$ cat config.mk
export PLATFORM = sky130hd
export DESIGN_NAME = mul_arbiter
export DESIGN_NICKNAME = d
export VERILOG_FILES = /design/src/rtl/mul_arbiter_pkg.sv /design/src/rtl/mul_arbiter_rr_pick.sv /design/src/rtl/mul_arbiter.sv
export SDC_FILE = /design/constraint.sdc
export NUM_CORES = 1
export LEC_CHECK = 0
export CORE_UTILIZATION = 30
export CTS_BUF_LIST = sky130_fd_sc_hd__clkbuf_16
export DETAILED_ROUTE_END_ITERATION = 8
export HOLD_SLACK_MARGIN = 0.06
export PLACE_DENSITY = 0.72
export SETUP_SLACK_MARGIN = 0.4
export SYNTH_ARGS = -nofsm -noshare
export SYNTH_HDL_FRONTEND = slang
export SYNTH_SLANG_ARGS = --single-unit
$ cat constraint.sdc
create_clock -name clk -period 3.49 [get_ports clk]
set_input_delay 1.047 -clock clk [delete_from_list [all_inputs] [get_ports clk]]
set_output_delay 1.047 -clock clk [all_outputs]
set_load 0.005 [all_outputs]
$ cat src/rtl/mul_arbiter_pkg.sv
// mul_arbiter_pkg: shared constants, FSM encoding and width helpers for the multiplier arbiter
package mul_arbiter_pkg;
   localparam int MUL_LAT = 34;
   typedef enum logic [1:0] {IDLE, RUN, GAP} state_t;
   function automatic int idx_w(input int n);
      return (n > 2) ? $clog2(n) : 1;
   endfunction
   function automatic int cnt_w(input int timeout);
      return (timeout > 2) ? $clog2(timeout) : 1;
   endfunction
endpackage

$ cat src/rtl/mul_arbiter_rr_pick.sv
// mul_arbiter_rr_pick: round-robin picker, first eligible index after ptr wins (one-hot)
module mul_arbiter_rr_pick
   import mul_arbiter_pkg::*;
#(
   parameter int NREQ = 2
) (
   input  logic [NREQ-1:0]        elig,
   input  logic [idx_w(NREQ)-1:0] ptr,
   output logic [NREQ-1:0]        grant
);
   localparam int PW = idx_w(NREQ);
   logic [PW-1:0] idx;
   logic          found;
   // scan ptr+1, ptr+2, ... modulo NREQ and grant the first eligible requester
   always_comb begin
      grant = '0;
      found = 1'b0;
      idx   = '0;
      for (int k = 1; k <= NREQ; k++) begin
         idx = PW'((int'(ptr) + k) % NREQ);
         if (!found && elig[idx]) begin
            grant[idx] = 1'b1;
            found      = 1'b1;
         end
      end
   end
endmodule

$ cat src/rtl/mul_arbiter.sv
// mul_arbiter: shares one sequential run/stall multiplier among NREQ requesters
module mul_arbiter
   import mul_arbiter_pkg::*;
#(
   parameter int NREQ    = 2,
   parameter int TIMEOUT = 40
) (
   input  logic              clk,
   input  logic              rst,
   input  logic [NREQ-1:0]   req_valid,
   output logic [NREQ-1:0]   req_ready,
   input  logic [NREQ*32-1:0] req_x,
   input  logic [NREQ*32-1:0] req_y,
   input  logic [NREQ-1:0]   req_u,
   output logic [NREQ-1:0]   resp_valid,
   input  logic [NREQ-1:0]   resp_ready,
   output logic [NREQ*64-1:0] resp_z,
   output logic              mul_run,
   output logic              mul_u,
   output logic [31:0]       mul_x,
   output logic [31:0]       mul_y,
   input  logic              mul_stall,
   input  logic [63:0]       mul_z,
   output logic              busy,
   output logic              err
);
   localparam int PW = idx_w(NREQ);
   localparam int CW = cnt_w(TIMEOUT);
   state_t                 state, next_state;
   logic [PW-1:0]          ptr, tag, gidx;
   logic [CW-1:0]          cnt;
   logic [31:0]            op_x, op_y;
   logic                   op_u;
   logic [NREQ-1:0]        pick, grant;
   logic [NREQ-1:0][31:0]  x_arr, y_arr;
   logic [NREQ-1:0][63:0]  res_z;
   logic                   xfer, done, abort;
   assign x_arr = req_x;
   assign y_arr = req_y;
   mul_arbiter_rr_pick #(.NREQ(NREQ)) u_pick (
      .elig  (req_valid & ~resp_valid),
      .ptr   (ptr),
      .grant (pick)
   );
   assign grant     = (state == IDLE) ? pick : '0;
   assign req_ready = grant;
   assign xfer      = |(req_valid & grant);
   assign done      = (state == RUN) && !mul_stall;
   assign abort     = (state == RUN) && mul_stall && (cnt == CW'(TIMEOUT - 1));
   assign mul_run   = (state == RUN);
   assign mul_x     = op_x;
   assign mul_y     = op_y;
   assign mul_u     = op_u;
   assign busy      = (state != IDLE);
   assign resp_z    = res_z;
   // binary index of the one-hot pick
   always_comb begin
      gidx = '0;
      for (int i = 0; i < NREQ; i++)
         if (pick[i]) gidx = PW'(i);
   end
   // next state: one operation runs, then one idle GAP cycle lets the multiplier clear
   always_comb begin
      next_state = state;
      next_state = (state == IDLE) ? (xfer ? RUN : IDLE) :
                   (state == RUN)  ? ((done || abort) ? GAP : RUN) : IDLE;
   end
   // state, operand latches, run counter, result capture and sticky error
   always_ff @(posedge clk) begin
      if (rst) begin
         state      <= IDLE;
         ptr        <= PW'(NREQ - 1);
         tag        <= '0;
         cnt        <= '0;
         op_x       <= '0;
         op_y       <= '0;
         op_u       <= 1'b0;
         resp_valid <= '0;
         res_z      <= '0;
         err        <= 1'b0;
      end else begin
         state      <= next_state;
         resp_valid <= (resp_valid & ~resp_ready) | ((done || abort) ? (NREQ'(1) << tag) : '0);
         if (xfer) begin
            op_x <= x_arr[gidx];
            op_y <= y_arr[gidx];
            op_u <= req_u[gidx];
            tag  <= gidx;
            ptr  <= gidx;
            cnt  <= '0;
         end
         if (state == RUN) cnt <= cnt + CW'(1);
         if (done) res_z[tag] <= mul_z;
         else if (abort) res_z[tag] <= '0;
         if (abort) err <= 1'b1;
      end
   end
endmodule

==> impl_metrics.ini <==
[run_status]
status = finished, final reports clean

[place]
place_hpwl_um = 19800
portBuffers = 400
place_ws_ps = -104
place_congestion = 0.858
dpl.cell_count = 1675
place_area_um2 = 12400

[synthesis]
synth_edf_count = 0
synth_top_area_share_pct = 51.6
yosys-top-cells-count = dfxtp_1 (206), a21oi_1 (203), nand2_1 (195), o21ai_0 (132), nor2_1 (78)
synth.distinct_cells = 35
synthArstFlopShare_pct = 0
yosysMostFrequentCell = dfxtp_1
ys.flop_type = dfxtp_1
yosysTopAreaCell = dfxtp_1
synth_fp_nets = 1206
synth_area_per_cell_um2 = 7.95
syn_area_um2 = 7990
yosysWarnings = 0
ys_seq_area_share_pct = 51.6
ys_seq_elements = 206
synth_cells = 1004
ys_top_cells_by_area = dfxtp_1 (52%), a21oi_1 (13%), nand2_1 (9.2%)

[final_layout]
area_delta_synth_final_pct = 64.0
drive_gt1_share_pct = 5.57
fin_nets = 1570
final_cells = 1720
post-route-cell-area_um2 = 13100

[job]
drv_cap = 0

[min_path]
min_path_type = flip-flop to flip-flop
hold_depth = 2
worstHoldStart = resp_z[117]
min_delay_worst_endpoint = resp_z[117]

[floorplan]
start_util_pct = 30.6
ios = 401
die_x_um = 165
num_rows = 59
coreArea_um2 = 26100
die_area_um2 = 27300
die_h_um = 165

[setup_path]
critPathLaunch = req_valid[0]
slowest_stage = dlygate4sd2_1
ff2ff_path_depth = 7
rr_endpoint = mul_x[8]
crit_chain = dlygate4sd2_1, nor2b_4, buf_4, a21o_4, nor2_4, buf_2
rrSetupSlack_ps = 1460
cp_max_fo = 2
cp.required_ps = 2440
crit_type = input pin to output pin
start_kind = input pin
arrival_ps = 1990
max_stage_delay_ps = 230
crit_path_end_kind = output pin
rr_startpoint = resp_valid[0]

[timing]
layout_setup_ws_ps = 454
final_hold_viol_count = 0
rsz0062_at_grt = false
worst_pin_slew_ps = 750
setup_viol = 0
fmaxAchievable_mhz = 329
skew_ps = 12.7
fin_crit_ps = 3040
maxSlewViolCount = 0
min_period_over_period_pct = 87.0
max_slew_margin_pct = 50.0

[clocking]
clockRootBuffer = clkbuf_16
clk_pin_slew_worst_paths_ps = 50
cts_tree = done
clock_latency_ps = 520
cts.sinks = 206
cts_buffers = 23
clock_path_buffers = 3
h-tree-depth = 1

[routing]
vias_per_cell = 5.00
wl_um = 29000
ant_nets = 0
wl_per_cell_um = 16.8
vias = 8598
first_pass_iters = 5
drcViolationCount = 0
dr.first_iter.drc_count = 617

[global_route]
gr-total-overflow = 0
antenna_found_initial = 2
busiest_layer = met2
groute.layer.met2.usage_pct = 34.4
use_met1_pct = 23.0
grt_pass1_vias = 8110
met3_usage_pct = 5.62
grt_use_total_pct = 19.9
grt_max_degree = 87
grt_pass1_wl_um = 43300

[power_and_ir_drop]
p_leak_nw = 4.71
power_mw = 6.02
power_density_nw_per_um2 = 460
vdd_drop_max_mv = 0.293
[power breakdown]
part / internal (mW) / switching (mW) / total (mW)
sequential: 2.50 / 0.0843 / 2.59
clock: 1.27 / 0.988 / 2.26
combinational: 0.635 / 0.537 / 1.17
[flip-flops by register name, indices dropped and copies added, names as in the netlist]
register / count
cnt: 6
err: 1
mul_u: 1
mul_x: 32
mul_y: 32
ptr: 1
resp_valid: 2
resp_z: 128
state: 2
tag: 1
[worst max-delay path, delay by kind of cell]
family          cells  cell delay [ps]
compound gates      1              220
buf+inv             3              490
simple gates        2              230
[metrics by stage]
step                      setup TNS, ps  hold WS, ps  utilization (%)
after global routing                  0          496             50.3
after global placement             -158          459             47.5
after floorplan                       0          453                -
after detailed placement           -169          465             47.5
after CTS                             0          474             50.2
final                                 0          471             50.3
[placed cells by master (no fill, tap or decap), types with 2 or more instances in the layout]
| master | netlist | layout |
|---|---|---|
| dfxtp_1 | 206 | 206 |
| clkinv_1 | 0 | 3 |
| clkdlybuf4s50_1 | 0 | 394 |
| and2_1 | 2 | 2 |
| diode_2 | 0 | 2 |
| o31ai_1 | 3 | 3 |
| nand3_1 | 2 | 2 |
| nor2_1 | 78 | 75 |
| inv_1 | 3 | 9 |
| nor2_4 | 0 | 2 |
| dlygate4sd2_1 | 0 | 4 |
| nand2_1 | 195 | 195 |
| buf_12 | 0 | 11 |
| buf_4 | 4 | 20 |
| nor3_1 | 3 | 3 |
| a21oi_1 | 203 | 202 |
| a211oi_1 | 65 | 65 |
| or3b_2 | 2 | 3 |
| o21ai_0 | 132 | 132 |
| clkbuf_16 | 0 | 23 |
| clkinv_2 | 0 | 6 |
[worst max-delay path by stage]
stage / endpoint / slack (ps) / depth (start not counted)
finish: req_ready[1] / 450 / 6
global route: req_ready[1] / 410 / 6
CTS: req_ready[1] / 450 / 6
detailed placement: req_ready[0] / -100 / 5
global placement: req_ready[0] / -100 / 5
floorplan: req_ready[1] / 750 / 4
[layer usage]
layer	up-vias	routed length [um]	part of all wire [%]
li1	4188	-	-
met3	64	2600	9.0
met5	-	0	0
met2	363	14200	49
met4	0	967	3.3
met1	3983	11200	39
[timing repair]
action	4_1_cts	5_1_grt
hold buffers	0	0
resized for setup	13	0
setup buffers	3	0
setup endpoints to repair	3	0
[logic make-up after synthesis]
logic type	count (synthesis)	share of synthesized area, %
AOI/OAI and AO/OA	410	28.1
and+or+nand+nor	292	14.6
DFF	206	51.6
buffers and inverters	95	5.48
adders and majority gates	1	0.157
[cell type report]
type,instances,area [um2]
Antenna cell,2,5.00
Clock buffer,23,576
Clock inverter,17,114
Fill cell,2448,13000
Inverter,3,11.3
Multi-Input combinational cell,703,3480
Sequential cell,206,4120
Tap cell,335,419
Timing Repair Buffer,431,4370
No activity file was read; power rests on OpenSTA's default activity.
